## config.mk

```make
export PLATFORM = sky130hd
export DESIGN_NAME = multicycle_control
export DESIGN_NICKNAME = d
export VERILOG_FILES = /design/src/rtl/mc_ctrl_pkg.sv /design/src/rtl/mc_ctrl_decode.sv /design/src/rtl/multicycle_control.sv
export SDC_FILE = /design/constraint.sdc
export NUM_CORES = 1
export LEC_CHECK = 0
export ABC_AREA = 1
export BUFFER_PORTS_ARGS = -buffer_cell sky130_fd_sc_hd__buf_2
export CAP_MARGIN = 15
export CELL_PAD_IN_SITES_DETAIL_PLACEMENT = 1
export CELL_PAD_IN_SITES_GLOBAL_PLACEMENT = 1
export CORE_UTILIZATION = 27
export CTS_BUF_LIST = sky130_fd_sc_hd__clkbuf_16
export CTS_CLUSTER_DIAMETER = 150
export DETAILED_ROUTE_END_ITERATION = 6
export GPL_TIMING_DRIVEN = 0
export PLACE_DENSITY_LB_ADDON = 0.1
export SKIP_LAST_GASP = 1
export SYNTH_ARGS = -nofsm -noshare
export SYNTH_HDL_FRONTEND = slang
export SYNTH_HIERARCHICAL = 1
export SYNTH_SLANG_ARGS = --single-unit
```

## constraint.sdc

```tcl
create_clock -name clk -period 1.1 [get_ports clk]
set_input_delay 0.22 -clock clk [delete_from_list [all_inputs] [get_ports clk]]
set_output_delay 0.22 -clock clk [all_outputs]
set_load 0.01 [all_outputs]
```

## src/rtl/mc_ctrl_pkg.sv

```systemverilog
// Shared types for the multicycle control FSM: state encoding, opcodes, ALU selects, strobe bundle.
// Also holds the opcode-to-next-state mapping used in DECODE.
package mc_ctrl_pkg;

    typedef enum logic [3:0] {
        S_IDLE     = 4'd0,
        S_FETCH    = 4'd1,
        S_DECODE   = 4'd2,
        S_EXEC_R   = 4'd3,
        S_EXEC_I   = 4'd4,
        S_MEM_ADDR = 4'd5,
        S_MEM_RD   = 4'd6,
        S_MEM_WR   = 4'd7,
        S_WB_ALU   = 4'd8,
        S_WB_MEM   = 4'd9,
        S_BRANCH   = 4'd10,
        S_HALT     = 4'd11
    } state_t;

    localparam logic [6:0] OP_RTYPE  = 7'b0110011;
    localparam logic [6:0] OP_ITYPE  = 7'b0010011;
    localparam logic [6:0] OP_LOAD   = 7'b0000011;
    localparam logic [6:0] OP_STORE  = 7'b0100011;
    localparam logic [6:0] OP_BRANCH = 7'b1100011;

    localparam logic [1:0] ALU_ADD   = 2'b00;
    localparam logic [1:0] ALU_SUB   = 2'b01;
    localparam logic [1:0] ALU_FUNCT = 2'b10;

    localparam logic [1:0] SRCB_RS2  = 2'b00;
    localparam logic [1:0] SRCB_FOUR = 2'b01;
    localparam logic [1:0] SRCB_IMM  = 2'b10;

    typedef struct packed {
        logic [1:0] alu_op;
        logic       alu_src_a;
        logic [1:0] alu_src_b;
        logic       mem_read;
        logic       mem_write;
        logic       iord;
        logic       ir_write;
        logic       pc_write;
        logic       pc_source;
        logic       reg_write;
        logic       mem_to_reg;
    } ctrl_t;

    function automatic state_t decode_next(input logic [6:0] op);
        case (op)
            OP_RTYPE:          return S_EXEC_R;
            OP_ITYPE:          return S_EXEC_I;
            OP_LOAD, OP_STORE: return S_MEM_ADDR;
            OP_BRANCH:         return S_BRANCH;
            default:           return S_HALT;
        endcase
    endfunction

endpackage

```

## src/rtl/mc_ctrl_decode.sv

```systemverilog
// Strobe decoder: maps the current FSM state (plus mem_ready/zero where needed) to datapath controls.
// Latency: purely combinational, zero cycles.
// Backpressure: none; mem_ready only gates ir_write/pc_write in FETCH, zero gates pc_write in BRANCH.
module mc_ctrl_decode
    import mc_ctrl_pkg::*;
(
    input  state_t     state,
    input  logic       mem_ready,
    input  logic       zero,
    output ctrl_t      ctrl
);

    always_comb begin
        ctrl = '0;
        case (state)
            S_FETCH: begin
                ctrl.mem_read  = 1'b1;
                ctrl.alu_src_b = SRCB_FOUR;
                ctrl.alu_op    = ALU_ADD;
                ctrl.ir_write  = mem_ready;
                ctrl.pc_write  = mem_ready;
            end
            S_DECODE: begin
                ctrl.alu_src_b = SRCB_IMM;
                ctrl.alu_op    = ALU_ADD;
            end
            S_EXEC_R: begin
                ctrl.alu_src_a = 1'b1;
                ctrl.alu_src_b = SRCB_RS2;
                ctrl.alu_op    = ALU_FUNCT;
            end
            S_EXEC_I: begin
                ctrl.alu_src_a = 1'b1;
                ctrl.alu_src_b = SRCB_IMM;
                ctrl.alu_op    = ALU_FUNCT;
            end
            S_MEM_ADDR: begin
                ctrl.alu_src_a = 1'b1;
                ctrl.alu_src_b = SRCB_IMM;
                ctrl.alu_op    = ALU_ADD;
            end
            S_MEM_RD: begin
                ctrl.iord     = 1'b1;
                ctrl.mem_read = 1'b1;
            end
            S_MEM_WR: begin
                ctrl.iord      = 1'b1;
                ctrl.mem_write = 1'b1;
            end
            S_WB_ALU: ctrl.reg_write = 1'b1;
            S_WB_MEM: begin
                ctrl.reg_write  = 1'b1;
                ctrl.mem_to_reg = 1'b1;
            end
            // BEQ: A=rs1, B=rs2, subtract; the PC takes the target computed in DECODE only on zero.
            S_BRANCH: begin
                ctrl.alu_src_a = 1'b1;
                ctrl.alu_src_b = SRCB_RS2;
                ctrl.alu_op    = ALU_SUB;
                ctrl.pc_source = 1'b1;
                ctrl.pc_write  = zero;
            end
            default: ;
        endcase
    end

endmodule

```

## src/rtl/multicycle_control.sv

```systemverilog
// Multicycle control FSM; `define MC_CTRL_PERF_EN adds the 32-bit retired-instruction counter.
// Latency: 3 (branch), 4 (R/I/store), 5 (load) cycles from FETCH at zero wait states.
// Backpressure: FETCH/MEM_RD/MEM_WR stall on mem_ready; MEM_TIMEOUT stalled cycles -> sticky HALT.
module multicycle_control
    import mc_ctrl_pkg::*;
#(
    parameter int MEM_TIMEOUT = 255
) (
    input  logic        clk,
    input  logic        rst_n,
    input  logic        run,
    input  logic [6:0]  opcode,
    input  logic        zero,
    input  logic        mem_ready,
    output logic [1:0]  alu_op,
    output logic        alu_src_a,
    output logic [1:0]  alu_src_b,
    output logic        mem_read,
    output logic        mem_write,
    output logic        iord,
    output logic        ir_write,
    output logic        pc_write,
    output logic        pc_source,
    output logic        reg_write,
    output logic        mem_to_reg,
    output logic [3:0]  state,
    output logic        illegal,
    output logic [31:0] instr_count
);

    localparam int CW = ($clog2(MEM_TIMEOUT + 1) > 8) ? $clog2(MEM_TIMEOUT + 1) : 8;

    state_t        state_q;
    state_t        mem_next;
    logic [CW-1:0] wait_cnt;
    logic          timeout;
    ctrl_t         ctrl;

    // The counter holds the number of stalled cycles already spent, so the last allowed one is MEM_TIMEOUT-1.
    assign timeout = (wait_cnt == CW'(MEM_TIMEOUT - 1));

    always_comb begin
        mem_next = S_IDLE;
        if (state_q == S_FETCH)       mem_next = S_DECODE;
        else if (state_q == S_MEM_RD) mem_next = S_WB_MEM;
    end

    always_ff @(posedge clk or negedge rst_n) begin
        if (!rst_n) begin
            state_q  <= S_IDLE;
            wait_cnt <= '0;
            illegal  <= 1'b0;
        end else begin
            wait_cnt <= '0;
            case (state_q)
                S_IDLE: if (run) state_q <= S_FETCH;
                S_FETCH, S_MEM_RD, S_MEM_WR: begin
                    if (mem_ready) begin
                        state_q <= mem_next;
                    end else if (timeout) begin
                        state_q <= S_HALT;
                        illegal <= 1'b1;
                    end else begin
                        wait_cnt <= wait_cnt + 1'b1;
                    end
                end
                S_DECODE: begin
                    state_q <= decode_next(opcode);
                    if (decode_next(opcode) == S_HALT) illegal <= 1'b1;
                end
                S_EXEC_R, S_EXEC_I:           state_q <= S_WB_ALU;
                S_MEM_ADDR:                   state_q <= (opcode == OP_LOAD) ? S_MEM_RD : S_MEM_WR;
                S_WB_ALU, S_WB_MEM, S_BRANCH: state_q <= S_IDLE;
                S_HALT:                       state_q <= S_HALT;
                default: begin
                    state_q <= S_HALT;
                    illegal <= 1'b1;
                end
            endcase
        end
    end

`ifdef MC_CTRL_PERF_EN
    logic retire;
    assign retire = (state_q == S_WB_ALU) || (state_q == S_WB_MEM) || (state_q == S_BRANCH) ||
                    ((state_q == S_MEM_WR) && mem_ready);

    always_ff @(posedge clk or negedge rst_n) begin
        if (!rst_n)      instr_count <= '0;
        else if (retire) instr_count <= instr_count + 32'd1;
    end
`else
    assign instr_count = '0;
`endif

    mc_ctrl_decode u_decode (
        .state     (state_q),
        .mem_ready (mem_ready),
        .zero      (zero),
        .ctrl      (ctrl)
    );

    assign state      = state_q;
    assign alu_op     = ctrl.alu_op;
    assign alu_src_a  = ctrl.alu_src_a;
    assign alu_src_b  = ctrl.alu_src_b;
    assign mem_read   = ctrl.mem_read;
    assign mem_write  = ctrl.mem_write;
    assign iord       = ctrl.iord;
    assign ir_write   = ctrl.ir_write;
    assign pc_write   = ctrl.pc_write;
    assign pc_source  = ctrl.pc_source;
    assign reg_write  = ctrl.reg_write;
    assign mem_to_reg = ctrl.mem_to_reg;

endmodule

```

==> results.cfg, run 1 <==
[sta]
timing.final.ws_setup_ns = -0.375
setup_viol = 29
worst_hold_slack_ns = 0.392
finalCritPeriodShare_pct = 134
final_max_slew_viol_count = 0
finClkSkew_ns = 0.00292
rsz0062_at_grt = true
hold_viol_final = 0
period_minus_slack_ns = 1.47
fmax_mhz = 678

[global_routing]
antenna_found_initial = 0
grt_overflow = 0
grt_pass1_wl_mm = 5.64
grt_pass1_vias = 1256
grt_max_degree = 14
gr-usage-all-layers_pct = 14.2

[floorplan]
ios = 62
die_area_um2 = 4910
core_um2 = 4410
die_x_um = 70.0
start_util_pct = 28.3
die_h_um = 70.0
rows = 24

[synth]
synth_area_um2 = 1250
synth_seq_cells = 13
synth_warnings = 6
yosys.cell_types.count = 25
synth-compound-area-share_pct = 5.21
yosys.area_share.simple_pct = 36.4
syn_area_per_cell_um2 = 6.48
netlist.area_leader.share_pct = 26.0
synthMuxAreaShare_pct = 0
synthAdderAreaFrac_pct = 2.00
synth_xor_area_share_pct = 2.10
synthTopCellsByArea = dfrtp_1, buf_4, nand2_1
synth_top_family_by_area = simple AND/OR/NAND/NOR gates
yosys.area.top_type = dfrtp_1
synth_cells = 193
seq_area_frac_synth_pct = 26.0

[setup_path]
crit_chain = nand2_2 -> nor2_2 -> nor2_2 -> nand2_1 -> buf_2
crit_path_end_kind = output pin
worst_ep_arrival_time_ns = 1.25
crit_required_ns = 0.88
slowest_stage = dfrtp_2
crit_path_max_incr_delay_ns = 0.45
cp_top_family = flip-flops
start_kind = flip-flop
crit_buf_inv = 1
cp_max_fo = 6
cpMostUsedCell = nor2_2
critPathKind = flip-flop to output pin

[route]
vias = 1332
wire_per_inst_um = 10.5
viasPerCell = 4.09
wirelength_mm = 3.42
first_pass_iters = 4
drc = 0
drtAntennaViolNets = 0
drtIter0Drc = 28

[pwr]
p_leak_nw = 1.09
intPower_mw = 2.00
powerDensity_nw_per_um2 = 1800
power_frac_comb_pct = 61.8
pwr-share-seq_pct = 19.3
clockPowerShare_pct = 18.9
p_switching_mw = 1.57
swShare_pct = 44.0
ir_drop_v = 0.000538

[finish]
nets = 289
num-fill-cells = 594
drive_above_1_share_pct = 48.9
mostFrequentLayoutCells = buf_4, nand2_1, conb_1, buf_2, nor2_1
final_cells = 326
n_antenna_cell = 0
final_common_cell = buf_4
areaGrowthSynthToFinish_pct = 58.8

[placed_design]
io_buffer_count = 29
dp_cells = 305
hpwl_mm = 2.48
finalWeightedCongestion = 0.788

[clocking]
htreeDepth = 1
cts_tree = done
cts_sinks = 13
clk-insertion-delay-late_ns = 0.24
cts.path.max_buffers = 2
clk_pin_slew_ns = 0.04
cts-root-buf = clkbuf_16
cts_buffers = 3

[status]
status = finished with violations
violations = setup timing

[min_path]
hold_class = input pin to flip-flop

[flow_run]
cap_violations = 0
registers in the layout (all words and copies together) (netlist names):
| register | cells |
|---|---|
| wait_cnt | 8 |
| state | 4 |
| illegal | 1 |
area by class of cell:
cell class | instances | area, um^2 | share of cell area, %
Clock inverter | 1 | 3.75 | 0.189
Timing Repair Buffer | 46 | 319 | 16.1
Multi-Input combinational cell | 150 | 835 | 42.1
Tap cell | 52 | 65.1 | 3.28
Clock buffer | 3 | 75.1 | 3.78
Sequential cell | 13 | 330 | 16.6
Inverter | 29 | 116 | 5.86
Buffer | 32 | 240 | 12.1
worst reg2reg max path, cell delays in order (launching register included):
cell	delay, ns
dfrtp_2	0.45
buf_4	0.17
buf_4	0.13
nand2_2	0.07
nand2_2	0.05
nand2_1	0.08
nand3_1	0.08
nor2_1	0.10
nand2_1	0.08
nand2_1	0.07
inv_1	0.04
synth_stat cells (all sizes together):
cell and count:
ha 2, o21a 1, inv 29, dfrtp 13, nand3 11, a21oi 4, conb 1, buf 32
o21ai 3, nor3 1, o22ai 1, xnor2 2, xor2 1, o31ai 1, nand2 52, and3 1
a41oi 1, nor2 37
kinds of logic (layout without fill, tap and decap cells):
family                     count (synthesis)  count (layout)
other                                      1              32
xor gates and xnor gates                   3               3
and+or+nand+nor                          102             102
adders and majority gates                  2               2
AOI/OAI and AO/OA                         11              11
buffers and inverters                     61             111
DFF                                       13              13
final timing paths:
path | from | to | slack [ns] | depth (start not counted)
worst max-delay path | state[2] | alu_src_a | -0.37 | 5
worst min-delay path | run | state[3] | 0.39 | 5
worst max register to register | state[0] | state[0] | -0.33 | 10
worst min register to register | illegal | illegal | 0.47 | 2
max in group asynchronous | rst_n | state[3] | 0.44 | 2
min in group asynchronous | rst_n | illegal | 0.40 | 2
what timing repair did:
item,CTS,global route
endpoints found under the hold margin,13,0
buffers inserted,13,3
endpoints found under the setup margin,28,29
hold buffers,1,0
gates resized for setup,15,36
pin swaps,2,6
stage by stage:
| stage | utilization, % | cell area, um^2 | total power [mW] | TNS, ns | setup WS (ns) |
|---|---|---|---|---|---|
| 2_1_floorplan | - | 1390 | 1.79 | -0.789 | -0.132 |
| 3_3_place_gp | 36.2 | 1600 | 2.22 | -3.94 | -0.302 |
| 3_5_place_dp | 36.2 | 1600 | 2.23 | -3.87 | -0.291 |
| 4_1_cts | 41.4 | 1830 | 3.27 | -7.81 | -0.363 |
| 5_1_grt | 45.0 | 1980 | 3.84 | -9.66 | -0.452 |
| 6_report | 45.0 | 1980 | 3.57 | -7.58 | -0.375 |
power by group through the flow:
stage / Sequential (mW) / Clock [mW] / Combinational [mW]
after floorplan: 0.704 / 0 / 1.09
after global placement: 0.728 / 0 / 1.49
after detailed placement: 0.727 / 0 / 1.50
after CTS: 0.669 / 0.692 / 1.91
after global routing: 0.700 / 0.719 / 2.42
final: 0.689 / 0.672 / 2.20
layer usage:
metal	part of all wire [%]	GRT usage (%)	vias up	routed length [um]
met4	1.1	4.00	0	39
met5	0	0	-	0
met2	50	25.7	46	1700
met3	5.1	2.45	5	176
li1	-	-	681	-
met1	44	17.1	600	1500
(Power assumes the default switching activity.)
==> run 2: changes to the inputs <==
--- a/config.mk
+++ b/config.mk
@@ -6,6 +6,7 @@
 export NUM_CORES = 1
 export LEC_CHECK = 0
 export ABC_AREA = 1
+export ABC_CLOCK_PERIOD_IN_PS = 1300
 export BUFFER_PORTS_ARGS = -buffer_cell sky130_fd_sc_hd__buf_2
 export CAP_MARGIN = 15
 export CELL_PAD_IN_SITES_DETAIL_PLACEMENT = 1
@@ -16,6 +17,7 @@
 export DETAILED_ROUTE_END_ITERATION = 6
 export GPL_TIMING_DRIVEN = 0
 export PLACE_DENSITY_LB_ADDON = 0.1
+export SETUP_SLACK_MARGIN = 0.1
 export SKIP_LAST_GASP = 1
 export SYNTH_ARGS = -nofsm -noshare
 export SYNTH_HDL_FRONTEND = slang
==> constraint.sdc (replaced) <==
create_clock -name clk -period 1.3 [get_ports clk]
set_input_delay 0.26 -clock clk [delete_from_list [all_inputs] [get_ports clk]]
set_output_delay 0.26 -clock clk [all_outputs]
set_load 0.01 [all_outputs]
==> run 2 against run 1 <==
- the flow still finishes with violations (setup timing)
- combinational power shrank 12%
- via count fell by 1.4%
- clock power is 14% lower
- critical endpoint is now mem_to_reg
- largest cell class unchanged
==> results.cfg, run 2 (same netlist as run 1, synthesis figures left out) <==
[finish]
regArea_um2 = 330
n_antenna_cell = 0
final_util_pct = 43.9
top_register = wait_cnt
mostFrequentLayoutCells = buf_4, nand2_1, conb_1, buf_2, nor2_1
nets = 291
areaGrowthSynthToFinish_pct = 55.1
drive_above_1_share_pct = 44.6
multi_input_area_um2 = 776
largest_register_ffs = 8
final_cells = 328
num-fill-cells = 604
final_common_cell = buf_4

[floorplan]
die_area_um2 = 4910
ios = 62
rows = 24
die_h_um = 70.0
die_x_um = 70.0
core_um2 = 4410
start_util_pct = 28.3

[clocking]
cts.path.max_buffers = 2
clk-insertion-delay-late_ns = 0.24
cts_tree = done
htreeDepth = 1
clk_pin_slew_ns = 0.04
cts_buffers = 3
cts_sinks = 13
cts-root-buf = clkbuf_16

[setup_path]
crit_path_max_incr_delay_ns = 0.45
start_kind = flip-flop
crit_path_end_kind = output pin
critPathLaunch = state[2]
r2r-start = state[2]
worst_ep_arrival_time_ns = 1.24
critPathKind = flip-flop to output pin
cp_max_fo = 4
crit_chain = inv_4 -> nand2_4 -> buf_6 -> nor2_1 -> buf_2
slowest_stage = dfrtp_2
reg2reg_slack_ns = -0.14
r2r-end = state[1]
r2r_cells = 9
cp-endpoint = mem_to_reg
crit_required_ns = 1.04

[route]
drtIter0Drc = 17
drtAntennaViolNets = 0
vias = 1313
wire_per_inst_um = 10.2
viasPerCell = 4.00
first_pass_iters = 4
drc = 0
wirelength_mm = 3.35

[global_routing]
grt_pass1_wl_mm = 5.34
grt_max_degree = 14
grt_pass1_vias = 1222
gr-usage-all-layers_pct = 13.0
grt_overflow = 0
antenna_found_initial = 0

[placed_design]
io_buffer_count = 29
hpwl_mm = 2.42
dp_cells = 305
finalWeightedCongestion = 0.800
dp_slack_ns = -0.0836

[sta]
final_max_slew_viol_count = 0
worst_hold_slack_ns = 0.415
fmax_mhz = 669
finalCritPeriodShare_pct = 115
timing.final.ws_setup_ns = -0.195
setup_viol = 25
period_minus_slack_ns = 1.50
finClkSkew_ns = 0.00575
hold_viol_final = 0
rsz0062_at_grt = true

[status]
violations = setup timing
status = finished with violations

[flow_run]
cap_violations = 0

[pwr]
powerDensity_nw_per_um2 = 1580
ir_drop_v = 0.000571
p_leak_nw = 1.10

[min_path]
hold_class = input pin to flip-flop
run 2: metrics by stage:
step	cell area (um^2)	total power, mW	setup TNS, ns
after global placement	1590	1.85	-0.404
after detailed placement	1590	1.85	-0.426
final	1940	3.05	-2.35
after global routing	1940	3.30	-4.24
after CTS	1840	2.78	-2.29
after floorplan	1380	1.49	0
run 2: critical path: cells and delay by family, from the launching register on:
kind / cells / cell delay (ns)
AND/OR/NAND/NOR: 2 / 0.18
flip-flops: 1 / 0.45
buffers and inverters: 3 / 0.37
run 2: layout make-up:
type                    instances  share of cell area [%]
plain buffers                  32                    12.4
inverters                      29                    5.87
clock buffers                   3                    3.87
flip-flops and latches         13                    17.0
clock inverters                 1                   0.194
multi-input cells             150                    40.0
well taps                      52                    3.36
repair buffers                 48                    17.2
run 2: worst min-delay path by stage:
stage,startpoint,to,cells after the start
floorplan,rst_n,illegal,0
global placement,rst_n,wait_cnt[7],1
detailed placement,rst_n,wait_cnt[5],1
CTS,run,state[3],5
global route,opcode[4],state[2],4
finish,opcode[4],state[2],4
run 2: power by group:
group          switching [mW]  leakage, nW  internal, mW
registers              0.0681        0.166         0.470
clock network           0.172       0.0423         0.406
logic                    1.05        0.891         0.884
run 2: layer usage:
| layer | GRT usage, % | share of wire [%] |
|---|---|---|
| met5 | 0 | 0 |
| met3 | 1.01 | 4.1 |
| met4 | 4.00 | 1.1 |
| met2 | 23.5 | 53 |
| met1 | 16.4 | 42 |
run 2: what timing repair did:
action,CTS,global route
resized for setup,19,18
setup endpoints to repair,26,28
buffers inserted,14,4
endpoints found under the hold margin,13,0
pin swaps,8,5
hold buffers,1,0
==> run 3: changes to the inputs <==
--- a/config.mk
+++ b/config.mk
@@ -6,15 +6,14 @@
 export NUM_CORES = 1
 export LEC_CHECK = 0
 export ABC_AREA = 1
-export ABC_CLOCK_PERIOD_IN_PS = 1300
-export BUFFER_PORTS_ARGS = -buffer_cell sky130_fd_sc_hd__buf_2
 export CAP_MARGIN = 15
 export CELL_PAD_IN_SITES_DETAIL_PLACEMENT = 1
 export CELL_PAD_IN_SITES_GLOBAL_PLACEMENT = 1
-export CORE_UTILIZATION = 27
+export CORE_UTILIZATION = 35
 export CTS_BUF_LIST = sky130_fd_sc_hd__clkbuf_16
 export CTS_CLUSTER_DIAMETER = 150
 export DETAILED_ROUTE_END_ITERATION = 6
+export DONT_BUFFER_PORTS = 1
 export GPL_TIMING_DRIVEN = 0
 export PLACE_DENSITY_LB_ADDON = 0.1
 export SETUP_SLACK_MARGIN = 0.1
==> run 3 against run 2 <==
- the flow still finishes with violations (setup timing)
- core utilization up 5.0 points
- count of clock-buffer cells in the layout unchanged
- final area down 14%
- register-to-register slack worse by 0.02 ns
- maximum frequency down 3.9%
- clock power is 0.9% higher
- critical path type unchanged
- largest cell class unchanged
==> results.cfg, run 3 (same netlist as run 1, synthesis figures left out) <==
[finish]
fin_area_um2 = 1660
final_common_cell = nand2_1
drive_above_1_share_pct = 35.2
n_antenna_cell = 0
top_register = wait_cnt
num-fill-cells = 451
largest_register_ffs = 8
nets = 251
regArea_um2 = 330
multi_input_area_um2 = 778
final_util_pct = 48.9
areaGrowthSynthToFinish_pct = 32.7
mostFrequentLayoutCells = nand2_1, buf_4, conb_1, nor2_1, inv_1

[clocking]
cts_sinks = 13
cts_buffers = 3
clk-insertion-delay-late_ns = 0.24
cts_tree = done
htreeDepth = 1
cts-root-buf = clkbuf_16
cts.path.max_buffers = 2
clk_pin_slew_ns = 0.05

[global_routing]
grt_overflow = 0
grt_max_degree = 14
grt_pass1_wl_mm = 4.96
grt_pass1_vias = 1134
gr-usage-all-layers_pct = 18.1
antenna_found_initial = 0

[sta]
finClkSkew_ns = 0.00149
fmax_mhz = 643
relSlewSlack_pct = 60.0
period_minus_slack_ns = 1.56
hold_viol_final = 0
final_max_slew_viol_count = 0
finalCritPeriodShare_pct = 120
worst_hold_slack_ns = 0.282
setup_viol = 24
rsz0062_at_grt = true
max_slew.worst_pin.slew_ns = 0.599
timing.final.ws_setup_ns = -0.255

[route]
first_pass_iters = 4
wirelength_mm = 3.29
viasPerCell = 4.25
drtIter0Drc = 24
drtAntennaViolNets = 0
drc = 0
vias = 1199
wire_per_inst_um = 11.7

[setup_path]
start_kind = flip-flop
crit_required_ns = 1.04
crit_path_end_kind = output pin
worst_ep_arrival_time_ns = 1.30
r2r_cells = 11
critPathLaunch = state[3]
crit_path_max_incr_delay_ns = 0.51
cp_top_family = flip-flops
r2r-end = state[0]
slowest_stage = dfrtp_2
crit_chain = inv_4 -> nand2_4 -> buf_4 -> o21ai_2
crit_buf_inv = 2
critPathKind = flip-flop to output pin
r2r-start = state[1]
reg2reg_slack_ns = -0.16
cp_max_fo = 8

[floorplan]
ios = 62
die_area_um2 = 3810
die_h_um = 61.8
start_util_pct = 36.9
die_x_um = 61.8
rows = 21
core_um2 = 3390

[status]
violations = setup timing
status = finished with violations

[placed_design]
place_area_um2 = 1430
hpwl_mm = 2.53
io_buffer_count = 0
finalWeightedCongestion = 0.866

[min_path]
whs_path_depth = 3
hold_path_startpoint = mem_ready
hold_class = input pin to flip-flop
holdPathEnd = wait_cnt[4]

[pwr]
power.total_mw = 2.53
p_leak_nw = 0.898
ir_drop_v = 0.000489
powerDensity_nw_per_um2 = 1520

[flow_run]
cap_violations = 0
-- run 3: changes by cell type in the layout (fill, tap and decap cells not counted), sizes merged --
cell	previous run	this run
buf	79	39
-- run 3: tightest hold or removal path, stage by stage --
cell,delay (ns)
inv_1,0.05
nand3_4,0.13
nor2_1,0.05
-- run 3: stage by stage --
step,worst slack [ns],TNS [ns],cells
2_1_floorplan,0.0675,0,224
3_3_place_gp,-0.0977,-0.281,270
3_5_place_dp,-0.140,-0.677,270
4_1_cts,-0.255,-3.20,280
5_1_grt,-0.336,-5.39,282
6_report,-0.255,-3.14,282
-- run 3: timing repair --
action / in CTS / in global routing
hold buffers: 1 / 0
gates resized for setup: 24 / 5
setup endpoints to repair: 26 / 26
endpoints found under the hold margin: 13 / 0
pin swaps: 3 / 2
buffers inserted: 5 / 2
-- run 3: routing by layer --
metal,routed length [um],up-vias,global-route usage [%]
li1,-,606,-
met1,1320,552,21.1
met2,1790,34,32.4
met3,105,7,2.90
met4,68,0,8.57
met5,0,-,0
-- run 3: final cells by class --
| class | count | share of cell area [%] |
|---|---|---|
| multi-input cells | 150 | 46.9 |
| flip-flops and latches | 13 | 19.9 |
| plain buffers | 32 | 14.5 |
| inverters | 29 | 6.86 |
| clock buffers | 3 | 4.52 |
| repair buffers | 8 | 3.62 |
| well taps | 46 | 3.47 |
| clock inverters | 1 | 0.226 |
-- run 3: how the worst max path moves through the flow --
stage / to / slack, ns / cells after the start
6_report: mem_read / -0.26 / 4
4_1_cts: alu_src_a / -0.25 / 5
3_5_place_dp: state[0] / -0.14 / 9
5_1_grt: state[0] / -0.34 / 11
3_3_place_gp: state[0] / -0.1 / 7
2_1_floorplan: pc_write / 0.07 / 5
-- run 3: power breakdown --
group / internal, mW / switching (mW) / total [mW] / leakage, nW
combinational: 0.469 / 0.843 / 1.31 / 0.689
sequential: 0.469 / 0.162 / 0.632 / 0.166
clock: 0.406 / 0.176 / 0.583 / 0.0423
